File: src/rtl/piso_serializer_pkg.sv
// Shared types and helpers for the parallel-in serial-out transmitter.
// Latency: n/a (declarations only).
// Backpressure: n/a.
package piso_pkg;

    localparam int DEF_WIDTH = 4;

    typedef enum logic {
        IDLE  = 1'b0,
        SHIFT = 1'b1
    } state_e;

    // Bit counter width: enough to index WIDTH bits, never narrower than 1.
    function automatic int cnt_width(input int width);
        return (width <= 1) ? 1 : $clog2(width);
    endfunction

endpackage

File: src/rtl/piso_serializer_shreg.sv
// WIDTH-bit load/shift register; bit_out is the MSB (dir=1) or LSB (dir=0) of the held word.
// Latency: load or shift takes effect at the next rising edge; bit_out comes straight from a flop.
// Backpressure: none; load has priority over shift, and vacated bits fill with zero.
module piso_shreg
    import piso_pkg::*;
#(
    parameter int WIDTH = DEF_WIDTH
) (
    input  logic             clk,
    input  logic             rst,
    input  logic             load,
    input  logic             shift,
    input  logic [WIDTH-1:0] d,
    input  logic             dir,
    output logic             bit_out
);

    logic [WIDTH-1:0] sr_q;
    logic [WIDTH-1:0] sr_d;

    // Next word: capture on load, else move toward the output end with zero fill.
    always_comb begin
        sr_d = sr_q;
        if (load) begin
            sr_d = d;
        end else if (shift) begin
            sr_d = dir ? (sr_q << 1) : (sr_q >> 1);
        end
    end

    // Word register with synchronous reset.
    always_ff @(posedge clk) begin
        if (rst) begin
            sr_q <= '0;
        end else begin
            sr_q <= sr_d;
        end
    end

    assign bit_out = dir ? sr_q[WIDTH-1] : sr_q[0];

endmodule

File: src/rtl/piso_serializer.sv
// Parallel-in serial-out transmitter: accepts a word on valid/ready, sends it one bit per clock with first/last strobes.
// Latency: first bit visible 1 cycle after the accept edge; a frame lasts exactly WIDTH cycles.
// Backpressure: load_ready is low while a frame is mid-flight and rises on its last bit, allowing gapless frames.
module piso_serializer
    import piso_pkg::*;
#(
    parameter int WIDTH     = DEF_WIDTH,
    parameter int MSB_FIRST = 1,
    parameter int CNT_W     = 8
) (
    input  logic             clk,
    input  logic             rst,
    input  logic             load_valid,
    input  logic [WIDTH-1:0] I_par,
    output logic             load_ready,
    output logic             ser_out,
    output logic             ser_valid,
    output logic             ser_first,
    output logic             ser_last,
    output logic [CNT_W-1:0] frame_count
);

    localparam int CW = cnt_width(WIDTH);
    // Counter value of the bit just before the last one.
    localparam logic [CW-1:0] PRE_LAST = CW'((WIDTH > 1) ? (WIDTH - 2) : 0);

    state_e           state_q, state_d;
    logic [CW-1:0]    cnt_q, cnt_d;
    logic             valid_q, valid_d;
    logic             first_q, first_d;
    logic             last_q, last_d;
    logic [CNT_W-1:0] fcnt_q, fcnt_d;
    logic             sr_load;
    logic             sr_shift;
    logic             accept;

    assign load_ready = (state_q == IDLE) || (state_q == SHIFT && last_q);
    assign accept     = load_valid && load_ready;

    // Next-state, framing strobes and shift-register control.
    always_comb begin
        state_d  = state_q;
        cnt_d    = cnt_q;
        valid_d  = valid_q;
        first_d  = 1'b0;
        last_d   = last_q;
        fcnt_d   = fcnt_q;
        sr_load  = 1'b0;
        sr_shift = 1'b0;
        case (state_q)
            IDLE: begin
                if (accept) begin
                    state_d = SHIFT;
                    cnt_d   = '0;
                    valid_d = 1'b1;
                    first_d = 1'b1;
                    last_d  = (WIDTH == 1);
                    sr_load = 1'b1;
                end
            end
            SHIFT: begin
                if (last_q) begin
                    fcnt_d = fcnt_q + CNT_W'(1);
                    if (accept) begin
                        cnt_d   = '0;
                        first_d = 1'b1;
                        last_d  = (WIDTH == 1);
                        sr_load = 1'b1;
                    end else begin
                        // The final shift pushes out the last bit, leaving ser_out at 0.
                        state_d  = IDLE;
                        cnt_d    = '0;
                        valid_d  = 1'b0;
                        last_d   = 1'b0;
                        sr_shift = 1'b1;
                    end
                end else begin
                    cnt_d    = cnt_q + CW'(1);
                    last_d   = (cnt_q == PRE_LAST);
                    sr_shift = 1'b1;
                end
            end
            default: begin
                state_d = IDLE;
            end
        endcase
    end

    // State and framing registers; reset drops any frame in progress.
    always_ff @(posedge clk) begin
        if (rst) begin
            state_q <= IDLE;
            cnt_q   <= '0;
            valid_q <= 1'b0;
            first_q <= 1'b0;
            last_q  <= 1'b0;
            fcnt_q  <= '0;
        end else begin
            state_q <= state_d;
            cnt_q   <= cnt_d;
            valid_q <= valid_d;
            first_q <= first_d;
            last_q  <= last_d;
            fcnt_q  <= fcnt_d;
        end
    end

    piso_shreg #(
        .WIDTH (WIDTH)
    ) u_shreg (
        .clk     (clk),
        .rst     (rst),
        .load    (sr_load),
        .shift   (sr_shift),
        .d       (I_par),
        .dir     (MSB_FIRST != 0),
        .bit_out (ser_out)
    );

    assign ser_valid   = valid_q;
    assign ser_first   = first_q;
    assign ser_last    = last_q;
    assign frame_count = fcnt_q;

endmodule
File: config.mk
export PLATFORM = sky130hd
export DESIGN_NAME = piso_serializer
export DESIGN_NICKNAME = d
export VERILOG_FILES = /design/src/rtl/piso_serializer_pkg.sv /design/src/rtl/piso_serializer_shreg.sv /design/src/rtl/piso_serializer.sv
export SDC_FILE = /design/constraint.sdc
export NUM_CORES = 1
export LEC_CHECK = 0
export ABC_AREA = 1
export CAP_MARGIN = 20
export CORE_MARGIN = 2
export CORE_UTILIZATION = 40
export CTS_CLUSTER_DIAMETER = 80
export DETAILED_ROUTE_END_ITERATION = 8
export PLACE_DENSITY = 0.68
export REMOVE_ABC_BUFFERS = 1
export SYNTH_ARGS = -nofsm -noshare
export SYNTH_HDL_FRONTEND = slang
export SYNTH_SLANG_ARGS = --single-unit
export TNS_END_PERCENT = 100
File: constraint.sdc
create_clock -name clk -period 2.4 [get_ports clk]
set_input_delay 0.36 -clock clk [delete_from_list [all_inputs] [get_ports clk]]
set_output_delay 0.36 -clock clk [all_outputs]
set_load 0.02 [all_outputs]
==> flow_summary.toml, run 1 <==
[status]
status = "finished clean"

[pwr]
p_clk_share_pct = 33.2
irDropWorstVdd_v = 0.000289
p_int_mw = 0.428
power.density_nw_per_um2 = 527
power_frac_comb_pct = 10.3
power.switching_mw = 0.133
switching_share_pct = 23.8
power_frac_seq_pct = 56.5
p_leak_nw = 0.456

[clock_network]
hold_buffers = 0
cts_tree = "built"
cts.htree.levels = 1
clkSinkCount = 18
clockBufferDepth = 2
post_cts_buffers = 0
root_buffer = "clkbuf_4"
cts_resized = 0
insertion_delay_ps = 290
numCtsBuffers = 3
clk_transition_reported_paths_ps = 110

[route]
vias_per_cell = 4.76
dr.pass1.iters = 3
num_vias = 752
drtAntennaViolNets = 0
drc = 0
wire_per_inst_um = 10.1
drt-total-wl_um = 1600
drtIter0Drc = 9

[synth]
synth.area.top_cells = "dfxtp_1, nand2_1, inv_1"
yosysTopAreaCell = "dfxtp_1"
synth_mux_area_share_pct = 0
synth_top_family_by_area = "simple AND/OR/NAND/NOR gates"
syn_inst = 111
seq_area_frac_synth_pct = 43.6
ys_warn_count = 0
yosys.area_share.xor_xnor_pct = 0
synth_cell_types = 19
synth-compound-area-share_pct = 12.3
ys_seq_elements = 18
synthSimpleGateAreaFrac_pct = 30.8
synth_top_area_share_pct = 43.6
syn_avg_cell_area_um2 = 7.44
syn_area_um2 = 826
yosys.area_share.adder_pct = 3.03

[die]
coreArea_um2 = 1960
die_width_um = 49.4
design.die.area_um2 = 2440
fp.dieH_um = 49.4
start_util_pct = 42.1
rows = 16
pin_count = 20

[cells_and_area]
final_cell_area_um2 = 1060
final_core_util_pct = 54.3
layout.nets = 141
areaGrowthSynthToFinish_pct = 28.9
antenna_cells = 0
fillCellCount = 206
drive_above_1_share_pct = 9.92

[setup_path]
arrival_ps = 1590
critPathRequiredTime_ps = 2040
endpoint_kind = "output pin"
critPathKind = "flop to output pin"
crit_fanout = 9
reg2reg_slack_ps = 1110
startpoint_type = "flop"

[place]
placed_area_um2 = 1030
dpl.hpwl_um = 1210
routabilityCongestion = 0.747
io_buffer_count = 19

[timing]
finalCritPeriodShare_pct = 81.4
holdWs_ps = 490
grt_setup_unrepaired = "false"
hold_viol_final = 0
setup_viol = 0
relSlewSlack_pct = 70.7
min_period_ps = 1950
fmax_ghz = 0.512
fin_skew_ps = 3.38
slew_violations = 0
tns_ps = 0
worstMarginPinSlew_ps = 439

[flow_run]
drv_cap = 0

[global_routing]
grt_usage_pct = 14.9
grt_pass1_wl_um = 2880
grt_overflow = 0
first_global_vias = 737
grt_max_degree = 12
antenna_found_initial = 0

[hold_path]
min_path_type = "flop to flop"
==> power by group through the flow <==
stage	clock network, mW	registers [mW]	logic (mW)
after floorplan	0	0.326	0.0260
after global placement	0	0.323	0.0572
after detailed placement	0	0.324	0.0579
after CTS	0.191	0.317	0.0581
after global routing	0.201	0.318	0.0648
final	0.186	0.317	0.0580
==> kinds of logic (layout without fill, tap and decap cells) <==
kind of cell,Yosys count,in the layout
and+or+nand+nor,53,53
DFF,18,18
AOI/OAI and AO/OA,18,18
buffers and inverters,20,40
adders and majority gates,2,2
==> per-stage QoR <==
step	instances	setup WS (ps)	power, mW
after global placement	154	802	0.380
after CTS	158	446	0.566
after floorplan	108	1200	0.352
final	158	447	0.561
after detailed placement	154	775	0.382
after global routing	158	379	0.585
==> final timing paths <==
kind | end | from | depth (start not counted)
worst max-delay path | load_ready | state_q | 2
worst min-delay path | u_shreg.sr_q[0] | u_shreg.sr_q[0] | 2
worst max register to register | frame_count[7] | state_q | 5
worst min register to register | u_shreg.sr_q[0] | u_shreg.sr_q[0] | 2
==> cell type report <==
class	instances	area [um2]	share of cell area, %
Clock buffer	4	36.3	3.41
Multi-Input combinational cell	73	380	35.7
Tap cell	27	33.8	3.17
Sequential cell	18	360	33.8
Timing Repair Buffer	19	190	17.9
Inverter	17	63.8	5.99
==> worst max-delay path, cell delays in order, from the launching register on <==
cell,delay [ps]
dfxtp_1,610
nand2_4,140
clkdlybuf4s50_1,560
==> flip-flops by register name, indices dropped and copies added (netlist names) <==
| register | count |
|---|---|
| state_q | 1 |
| ser_last | 1 |
| ser_valid | 1 |
| u_shreg.sr_q | 4 |
| frame_count | 8 |
| ser_first | 1 |
| cnt_q | 2 |
==> synthesized netlist by cell type <==
cell type / instances
nand2_2: 2
buf_2: 2
a31oi_1: 2
ha_1: 2
nor2_4: 1
a21oi_1: 9
nand2_1: 23
nand2_4: 2
inv_1: 17
nor2_1: 9
buf_6: 1
dfxtp_1: 18
o21bai_2: 1
o21a_1: 1
nand4_1: 2
nor2_2: 3
o21ai_0: 5
or2_1: 1
nand3_1: 10
==> placed cells by master (no fill, tap or decap) <==
cell | netlist | layout
nand2_1 | 23 | 23
clkdlybuf4s50_1 | 0 | 19
dfxtp_1 | 18 | 18
inv_1 | 17 | 17
nand3_1 | 10 | 10
a21oi_1 | 9 | 9
nor2_1 | 9 | 9
o21ai_0 | 5 | 5
nor2_2 | 3 | 3
clkbuf_4 | 0 | 3
nand2_4 | 2 | 2
nand2_2 | 2 | 2
nand4_1 | 2 | 2
a31oi_1 | 2 | 2
ha_1 | 2 | 2
nor2_4 | 1 | 1
o21bai_2 | 1 | 1
or2_1 | 1 | 1
o21a_1 | 1 | 1
clkbuf_8 | 0 | 1
==> metal layers <==
metal	track usage (%)	wire length (um)
met2	28.4	815
met5	0	0
met3	3.68	49
met4	5.56	15
met1	15.6	715
(Power assumes the default switching activity.)
==> run 2: changes to the inputs <==
clock period = 1.88 ns   (was 2.4 ns; I/O delays follow)
==> run 2 against run 1 <==
Compared with the run above:
- combinational power is 41% higher
- flip-flop and latch count stayed put
- power is 28% higher
- global-route usage is 0.093 points lower
- register-to-register slack worse by 390 ps
- die area stayed put
==> flow_summary.toml, run 2 (same netlist as run 1, synthesis figures left out) <==
[hold_path]
min_path_cells = 2
hp-start = "cnt_q[1]"
min_path_type = "flop to flop"
hold_end = "cnt_q[1]"

[pwr]
power.density_nw_per_um2 = 666
p_clk_share_pct = 33.1
switching_share_pct = 23.7
power_frac_comb_pct = 11.3
p_leak_nw = 0.466
power.switching_mw = 0.170
p_int_mw = 0.550
irDropWorstVdd_v = 0.000457
power_frac_seq_pct = 55.6

[route]
wire_per_inst_um = 9.77
drtIter0Drc = 10
drt-total-wl_um = 1560
dr.pass1.iters = 5
drtAntennaViolNets = 0
drc = 0
num_vias = 744
vias_per_cell = 4.65

[global_routing]
first_global_vias = 680
antenna_found_initial = 0
grt_usage_pct = 14.8
grt_overflow = 0
grt_max_degree = 12
grt_pass1_wl_um = 2730

[cells_and_area]
final_core_util_pct = 55.1
final_common_cell = "nand2_1"
final_cell_mix = "nand2_1, clkdlybuf4s50_1, inv_1, dfxtp_1, nand3_1"
largest_reg_flops = 8
drive_above_1_share_pct = 12.0
areaGrowthSynthToFinish_pct = 30.9
layout.nets = 143
antenna_cells = 0

[die]
pin_count = 20
design.die.area_um2 = 2440
fp.dieH_um = 49.4
start_util_pct = 42.1
die_width_um = 49.4
rows = 16
coreArea_um2 = 1960

[timing]
tns_ps = 0
finalCritPeriodShare_pct = 94.3
fmax_ghz = 0.564
min_period_ps = 1770
worstMarginPinSlew_ps = 324
hold_viol_final = 0
slew_violations = 0
fin_skew_ps = 6.94
grt_setup_unrepaired = "false"
setup_viol = 0
relSlewSlack_pct = 78.3

[setup_path]
reg2reg_slack_ps = 720
critPathKind = "flop to output pin"
rr_endpoint = "frame_count[7]"
crit_chain = "inv_1, nand2_4, clkdlybuf4s50_1"
cpPeakStageDelay_ps = 610
crit_fanout = 8
worstRegToRegCells = 6
startpoint_type = "flop"
arrival_ps = 1490
cpMaxStageDelayCell = "clkdlybuf4s50_1"
critPathRequiredTime_ps = 1600
endpoint_kind = "output pin"
path_delay_family = "buffers and inverters"
worst-path-buf-inv = 2
r2r-start = "state_q"

[flow_run]
drv_cap = 0

[clock_network]
clockBufferDepth = 2
clk_transition_reported_paths_ps = 100
cts_tree = "built"
post_cts_buffers = 0
numCtsBuffers = 3
root_buffer = "clkbuf_4"
clkSinkCount = 18
cts_resized = 0
insertion_delay_ps = 290
cts.htree.levels = 1
hold_buffers = 0

[place]
io_buffer_count = 19
routabilityCongestion = 0.728
dpl.hpwl_um = 1200

[status]
status = "finished clean"
==> run 2: stage by stage <==
step                      hold WS (ps)  power [mW]  area (um2)  std cells  setup slack (ps)
after detailed placement           466       0.492        1040        156               361
after global placement             462       0.490        1040        156               375
after CTS                          480       0.730        1080        160              19.4
after floorplan                    351       0.450         805        108               680
final                              478       0.720        1080        160               106
after global routing               502       0.759        1080        160              39.2
==> run 2: power groups by stage <==
stage / Clock [mW] / Combinational (mW) / Sequential (mW)
after CTS: 0.247 / 0.0827 / 0.401
after global routing: 0.267 / 0.0902 / 0.402
after global placement: 0 / 0.0811 / 0.408
after detailed placement: 0 / 0.0826 / 0.409
after floorplan: 0 / 0.0332 / 0.417
final: 0.238 / 0.0815 / 0.400
==> run 2: routing by layer <==
metal	track usage (%)	share of wire (%)
met5	0	0
met4	6.94	2.0
met3	5.52	4.7
met2	25.9	49
met1	15.7	44
==> run 2: final cells by class <==
type / count / area (um2)
timing repair buffer: 21 / 205
clock buffer: 4 / 36.3
fill: 205 / 881
multi-input combinational: 73 / 380
sequential: 18 / 362
tap: 27 / 33.8
inverter: 17 / 63.8
==> run 2: worst max path at each step <==
| stage | start | cells after the start | slack (ps) | endpoint |
|---|---|---|---|---|
| 3_3_place_gp | ser_last | 3 | 380 | load_ready |
| 3_5_place_dp | ser_last | 3 | 360 | load_ready |
| 2_1_floorplan | frame_count[1] | 8 | 680 | frame_count[6] |
| 4_1_cts | ser_last | 3 | 20 | load_ready |
| 5_1_grt | ser_last | 3 | 40 | load_ready |
| 6_report | ser_last | 3 | 110 | load_ready |
==> run 2: worst register-to-register path, cell delays in order, from the launching register on <==
cell	delay [ps]
dfxtp_1	390
buf_4	190
nand3_1	130
nor2_2	160
nand4_1	90
nand2_1	70
nor2_1	40
